<file path="src/rtl/if_id_buffer_pkg.sv">
// Shared definitions for the IF/ID pipeline buffer: default sizes, the nop word
// and the flush-drop state encoding.
package if_id_buffer_pkg;

  localparam int unsigned ISA_WIDTH        = 32;
  localparam int unsigned IF_ID_DEPTH      = 2;
  localparam int unsigned IF_ID_FLUSH_DROP = 1;
  localparam int unsigned IF_ID_CNT_WIDTH  = 16;

  localparam logic [31:0] NOP_INSTRUCTION = 32'h0000_0000;

  typedef enum logic {
    NORMAL = 1'b0,
    DROP   = 1'b1
  } drop_state_t;

endpackage

</file>
<file path="src/rtl/sync_fifo_skid.sv">
// Generic DEPTH-entry register FIFO with occupancy count, synchronous clear and
// asynchronous reset. Head entry is read combinationally from the storage array.
module sync_fifo_skid #(
  parameter int unsigned WIDTH = 32,
  parameter int unsigned DEPTH = 2
) (
  input  logic                       clock,
  input  logic                       reset,
  input  logic                       push,
  input  logic                       pop,
  input  logic                       clear,
  input  logic [WIDTH-1:0]           push_data,
  output logic [WIDTH-1:0]           head_data,
  output logic [$clog2(DEPTH+1)-1:0] count
);

  localparam int unsigned PW = $clog2(DEPTH);
  localparam int unsigned CW = $clog2(DEPTH+1);

  logic [WIDTH-1:0] mem [DEPTH];
  logic [PW-1:0]    rd_ptr;
  logic [PW-1:0]    wr_ptr;

  // DEPTH is a power of two, so pointer overflow is the modulo wrap.
  always_ff @(posedge clock or posedge reset) begin
    if (reset) begin
      rd_ptr <= '0;
      wr_ptr <= '0;
      count  <= '0;
    end else if (clear) begin
      rd_ptr <= '0;
      wr_ptr <= '0;
      count  <= '0;
    end else begin
      if (push) wr_ptr <= wr_ptr + PW'(1);
      if (pop)  rd_ptr <= rd_ptr + PW'(1);
      count <= count + CW'(push) - CW'(pop);
    end
  end

  always_ff @(posedge clock) begin
    if (push && !clear) mem[wr_ptr] <= push_data;
  end

  assign head_data = mem[rd_ptr];

endmodule

</file>
<file path="src/rtl/if_id_buffer.sv">
// IF/ID pipeline buffer: skid FIFO between fetch and decode with early fetch
// throttling, post-flush drop window, sticky overflow flag and stall counter.
module if_id_buffer #(
  parameter int unsigned ISA_WIDTH  = if_id_buffer_pkg::ISA_WIDTH,
  parameter int unsigned DEPTH      = if_id_buffer_pkg::IF_ID_DEPTH,
  parameter int unsigned FLUSH_DROP = if_id_buffer_pkg::IF_ID_FLUSH_DROP,
  parameter int unsigned CNT_WIDTH  = if_id_buffer_pkg::IF_ID_CNT_WIDTH
) (
  input  logic                 clock,
  input  logic                 reset,
  input  logic                 in_valid,
  input  logic [ISA_WIDTH-1:0] in_instruction,
  input  logic [ISA_WIDTH-1:0] in_link_addr,
  output logic                 in_ready,
  input  logic                 flush,
  output logic                 out_valid,
  output logic [ISA_WIDTH-1:0] out_instruction,
  output logic [ISA_WIDTH-1:0] out_link_addr,
  input  logic                 out_ready,
  output logic                 out_no_op,
  output logic                 overflow,
  output logic [CNT_WIDTH-1:0] stall_count
);

  import if_id_buffer_pkg::*;

  localparam int unsigned CW = $clog2(DEPTH+1);
  localparam int unsigned DW = (FLUSH_DROP > 0) ? $clog2(FLUSH_DROP+1) : 1;

  drop_state_t          state;
  drop_state_t          state_next;
  logic [DW-1:0]        drop_cnt;
  logic                 drop_active;
  logic [CW-1:0]        count;
  logic [CW-1:0]        count_next;
  logic                 accept;
  logic                 pop;
  logic                 overflow_cond;
  logic [2*ISA_WIDTH-1:0] head_data;

  // Drop FSM: state register (drop_cnt travels with the state)
  always_ff @(posedge clock or posedge reset) begin
    if (reset) begin
      state    <= NORMAL;
      drop_cnt <= '0;
    end else begin
      state <= state_next;
      if (flush && FLUSH_DROP > 0) drop_cnt <= DW'(FLUSH_DROP);
      else if (drop_cnt != '0)     drop_cnt <= drop_cnt - DW'(1);
    end
  end

  always_comb begin
    state_next = state;
    unique case (state)
      NORMAL: if (flush && FLUSH_DROP > 0) state_next = DROP;
      DROP:   if (!flush && drop_cnt == DW'(1)) state_next = NORMAL;
      default: state_next = NORMAL;
    endcase
  end

  always_comb begin
    drop_active = (state == DROP);
  end

  assign out_valid     = (count != '0);
  assign out_no_op     = !out_valid;
  assign accept        = in_valid && !drop_active && !flush && (count < CW'(DEPTH));
  assign pop           = out_valid && out_ready && !flush;
  assign overflow_cond = in_valid && !drop_active && !flush && (count == CW'(DEPTH)) && !pop;
  assign count_next    = flush ? '0 : count + CW'(accept) - CW'(pop);

  sync_fifo_skid #(
    .WIDTH (2*ISA_WIDTH),
    .DEPTH (DEPTH)
  ) u_fifo (
    .clock     (clock),
    .reset     (reset),
    .push      (accept),
    .pop       (pop),
    .clear     (flush),
    .push_data ({in_instruction, in_link_addr}),
    .head_data (head_data),
    .count     (count)
  );

  // One slot stays free for the word already in flight from the synchronous ROM.
  always_ff @(posedge clock or posedge reset) begin
    if (reset) begin
      in_ready    <= 1'b1;
      overflow    <= 1'b0;
      stall_count <= '0;
    end else begin
      in_ready <= (count_next <= CW'(DEPTH-2));
      if (overflow_cond) overflow <= 1'b1;
      if (out_valid && !out_ready && stall_count != '1)
        stall_count <= stall_count + CNT_WIDTH'(1);
    end
  end

  assign out_instruction = out_valid ? head_data[2*ISA_WIDTH-1:ISA_WIDTH] : ISA_WIDTH'(NOP_INSTRUCTION);
  assign out_link_addr   = out_valid ? head_data[ISA_WIDTH-1:0]           : '0;

endmodule

</file>
<file path="config.mk">
export PLATFORM = sky130hd
export DESIGN_NAME = if_id_buffer
export DESIGN_NICKNAME = d
export VERILOG_FILES = /design/src/rtl/if_id_buffer_pkg.sv /design/src/rtl/sync_fifo_skid.sv /design/src/rtl/if_id_buffer.sv
export SDC_FILE = /design/constraint.sdc
export NUM_CORES = 1
export LEC_CHECK = 0
export ABC_AREA = 0
export CORE_MARGIN = 10
export CORE_UTILIZATION = 49
export CTS_CLUSTER_DIAMETER = 50
export DETAILED_ROUTE_END_ITERATION = 8
export PLACE_DENSITY = 0.81
export SYNTH_ARGS = -nofsm -noshare
export SYNTH_HDL_FRONTEND = slang
export SYNTH_SLANG_ARGS = --single-unit
export TNS_END_PERCENT = 5
</file>
<file path="constraint.sdc">
create_clock -name clock -period 5.2 [get_ports clock]
set_clock_uncertainty 0.05 [all_clocks]
set_input_delay 1.04 -clock clock [delete_from_list [all_inputs] [get_ports clock]]
set_output_delay 1.04 -clock clock [all_outputs]
set_load 0.005 [all_outputs]
</file>
==> flow_metrics.py <==
metrics = {
    "die": {
        "initial_core_util_pct": 49.83,
        "num_rows": 40,
        "core_area_sq_um": 11960,
        "fp.dieH_microns": 130.3,
        "io_pins": 153,
        "dieArea_sq_um": 16980,
        "die_w_microns": 130.3,
    },
    "final_layout": {
        "multiInputGateArea_sq_um": 1428,
        "num_antenna_cells": 0,
        "stdcell_area_sq_um": 8172,
        "fillCellCount": 826,
        "nNetsFinal": 607,
        "area_growth_pct": 37.09,
        "seqCellArea_sq_um": 4449,
        "drive_above_1_share_pct": 8.212,
        "utilization_pct": 68.32,
    },
    "placed_design": {
        "routabilityCongestion": 0.7857,
        "dp_hpwl_microns": 9234,
        "dp_slack_ns": 1.523,
        "port_buffers": 152,
        "dpl-instance-area_sq_um": 7632,
    },
    "cts": {
        "cts_buffers": 17,
        "ctsResizeCount": 0,
        "hold_buffers": 0,
        "cts_tree": "built",
        "post_cts_buffers": 0,
        "cts_max_path_buffers": 2,
        "insertion_delay_ns": 0.41,
        "clock_sinks": 152,
        "cts-root-buf": "clkbuf_16",
        "clk_pin_slew_ns": 0.06,
        "htreeDepth": 4,
    },
    "detailed_routing": {
        "vias_per_cell": 5.178,
        "dr_total_vias": 3599,
        "wl_per_cell_microns": 19.04,
        "drt_iter0_drc": 293,
        "routed_wl_microns": 13240,
        "first_pass_iters": 4,
        "ant_nets": 0,
        "drc": 0,
    },
    "worst_setup_path": {
        "path_class": "flop to output port",
        "rrSetupSlack_ns": 2.81,
        "crit_path_max_fanout": 65,
        "startpoint_type": "flop",
        "crit_required_ns": 4.11,
        "cp-end-kind": "output port",
        "critPathArrivalTime_ns": 2.70,
    },
    "power": {
        "peakVddDrop_v": 0.0002084,
        "power_w": 0.002901,
        "power_density_nw_per_um2": 355.1,
        "p_leak_nw": 2.802,
    },
    "yosys": {
        "synth_nets": 451,
        "synth_common_cells": "edfxtp_1 (128), nor2_1 (73), mux2i_1 (64)",
        "ys_seq_area_share_pct": 74.58,
        "syn_area_per_cell_sq_um": 15.73,
        "async_flop_share_pct": 15.79,
        "synth_edf_count": 128,
        "ys_types": 39,
        "synth_area_leader_cell": "edfxtp_1",
        "synth_area_sq_um": 5961,
        "synth.most_common_cell": "edfxtp_1",
        "synth-main-ff-cell": "edfxtp_1",
        "yosys-top-cells-area": "edfxtp_1 (64%), mux2i_1 (11%), dfrtp_1 (9.7%)",
        "ys_ff_latch": 152,
        "synthCells": 379,
        "yosysTopAreaCellShare_pct": 64.48,
        "ys.warnings.count": 0,
    },
    "hold_path": {
        "hp-class": "flop to flop",
    },
    "grt": {
        "grt_max_degree": 66,
        "grt_use_total_pct": 15.87,
        "antenna_found_initial": 0,
        "grt_pass1_wl_microns": 20220,
        "grt_pass1_vias": 3852,
        "overflow": 0,
    },
    "sta": {
        "setup_viol": 0,
        "hold_viol": 0,
        "fin_setup_tns_ns": 0,
        "layout_setup_ws_ns": 1.410,
        "slew_viol_final": 0,
        "period_needed_ns": 3.790,
        "finalCritPeriodShare_pct": 72.89,
        "slew_headroom_pct": 25.68,
        "tightest_slew_ns": 1.115,
        "fmax_mhz": 263.8,
        "rsz0062_at_grt": "false",
    },
    "run": {
        "max_cap_viol_count": 0,
    },
    "outcome": {
        "outcome": "complete, no violations",
    },
}
## registers in the layout, indices dropped and copies added (netlist names)
| name | count |
|---|---|
| overflow | 1 |
| drop_active | 1 |
| stall_count | 16 |
| u_fifo.wr_ptr | 1 |
| drop_cnt | 1 |
| u_fifo.rd_ptr | 1 |
| u_fifo.count | 2 |
| u_fifo.mem | 128 |
| in_ready | 1 |
## worst paths after layout
check,start,to,cells after the start
worst max register to register,u_fifo.count[1],u_fifo.mem[0][10],3
min in group asynchronous,reset,stall_count[7],2
worst max-delay path,u_fifo.count[1],out_instruction[19],4
worst min-delay path,overflow,overflow,1
worst min register to register,overflow,overflow,1
max in group asynchronous,reset,u_fifo.rd_ptr,2
## area by class of cell
class,count,area share (%)
Tap cell,147,2.251
Clock inverter,14,1.347
Inverter,6,0.2756
Sequential cell,152,54.45
Multi-Input combinational cell,204,17.47
Clock buffer,18,5.252
Timing Repair Buffer,154,18.96
## layer usage
layer	part of all wire (%)	up-vias	GRT usage, %
li1	-	1706	-
met1	37	1757	16.16
met2	54	115	28.27
met3	6.4	21	5.761
met4	2.2	0	7.606
met5	0	-	0
## where the power goes
| part | internal [W] | total [W] | switching, W | leakage [nW] |
|---|---|---|---|---|
| registers | 0.00136 | 0.00142 | 0.0000563 | 1.47 |
| logic | 0.000231 | 0.000378 | 0.000148 | 1.07 |
| clock network | 0.000649 | 0.00110 | 0.000453 | 0.256 |
## metrics by stage
stage / hold WS [ns] / std cells
5_1_grt: 0.4962 / 695
2_1_floorplan: 0.4102 / 379
6_report: 0.4651 / 695
3_3_place_gp: 0.4091 / 663
3_5_place_dp: 0.4541 / 663
4_1_cts: 0.4676 / 695
## cells in the final DEF (no fill, tap or decap), types with 3 or more instances in the layout
master,count
xnor2_1,7
nor2_1,73
nor3_1,4
mux2i_1,64
edfxtp_1,128
and4_1,3
ha_1,3
nand3_1,3
inv_1,5
clkdlybuf4s50_1,152
clkinv_2,5
clkbuf_16,17
nand2_1,7
nand4_1,6
dfrtp_1,22
xor2_1,7
clkinvlp_4,4
## cell families after synthesis
group | after synthesis | synth area share, %
compound gates | 10 | 1.239
fa+ha+maj | 3 | 0.6298
flops | 152 | 74.58
mux | 66 | 11.19
xor+xnor | 14 | 2.057
simple gates | 111 | 8.690
buf+inv | 23 | 1.616
## critical path, stage by stage (launching register included)
cell,delay (ns)
dfrtp_1,0.44
or2_2,0.34
inv_2,0.77
nor2_1,0.17
clkdlybuf4s50_1,0.51
(Power assumes the default switching activity.)
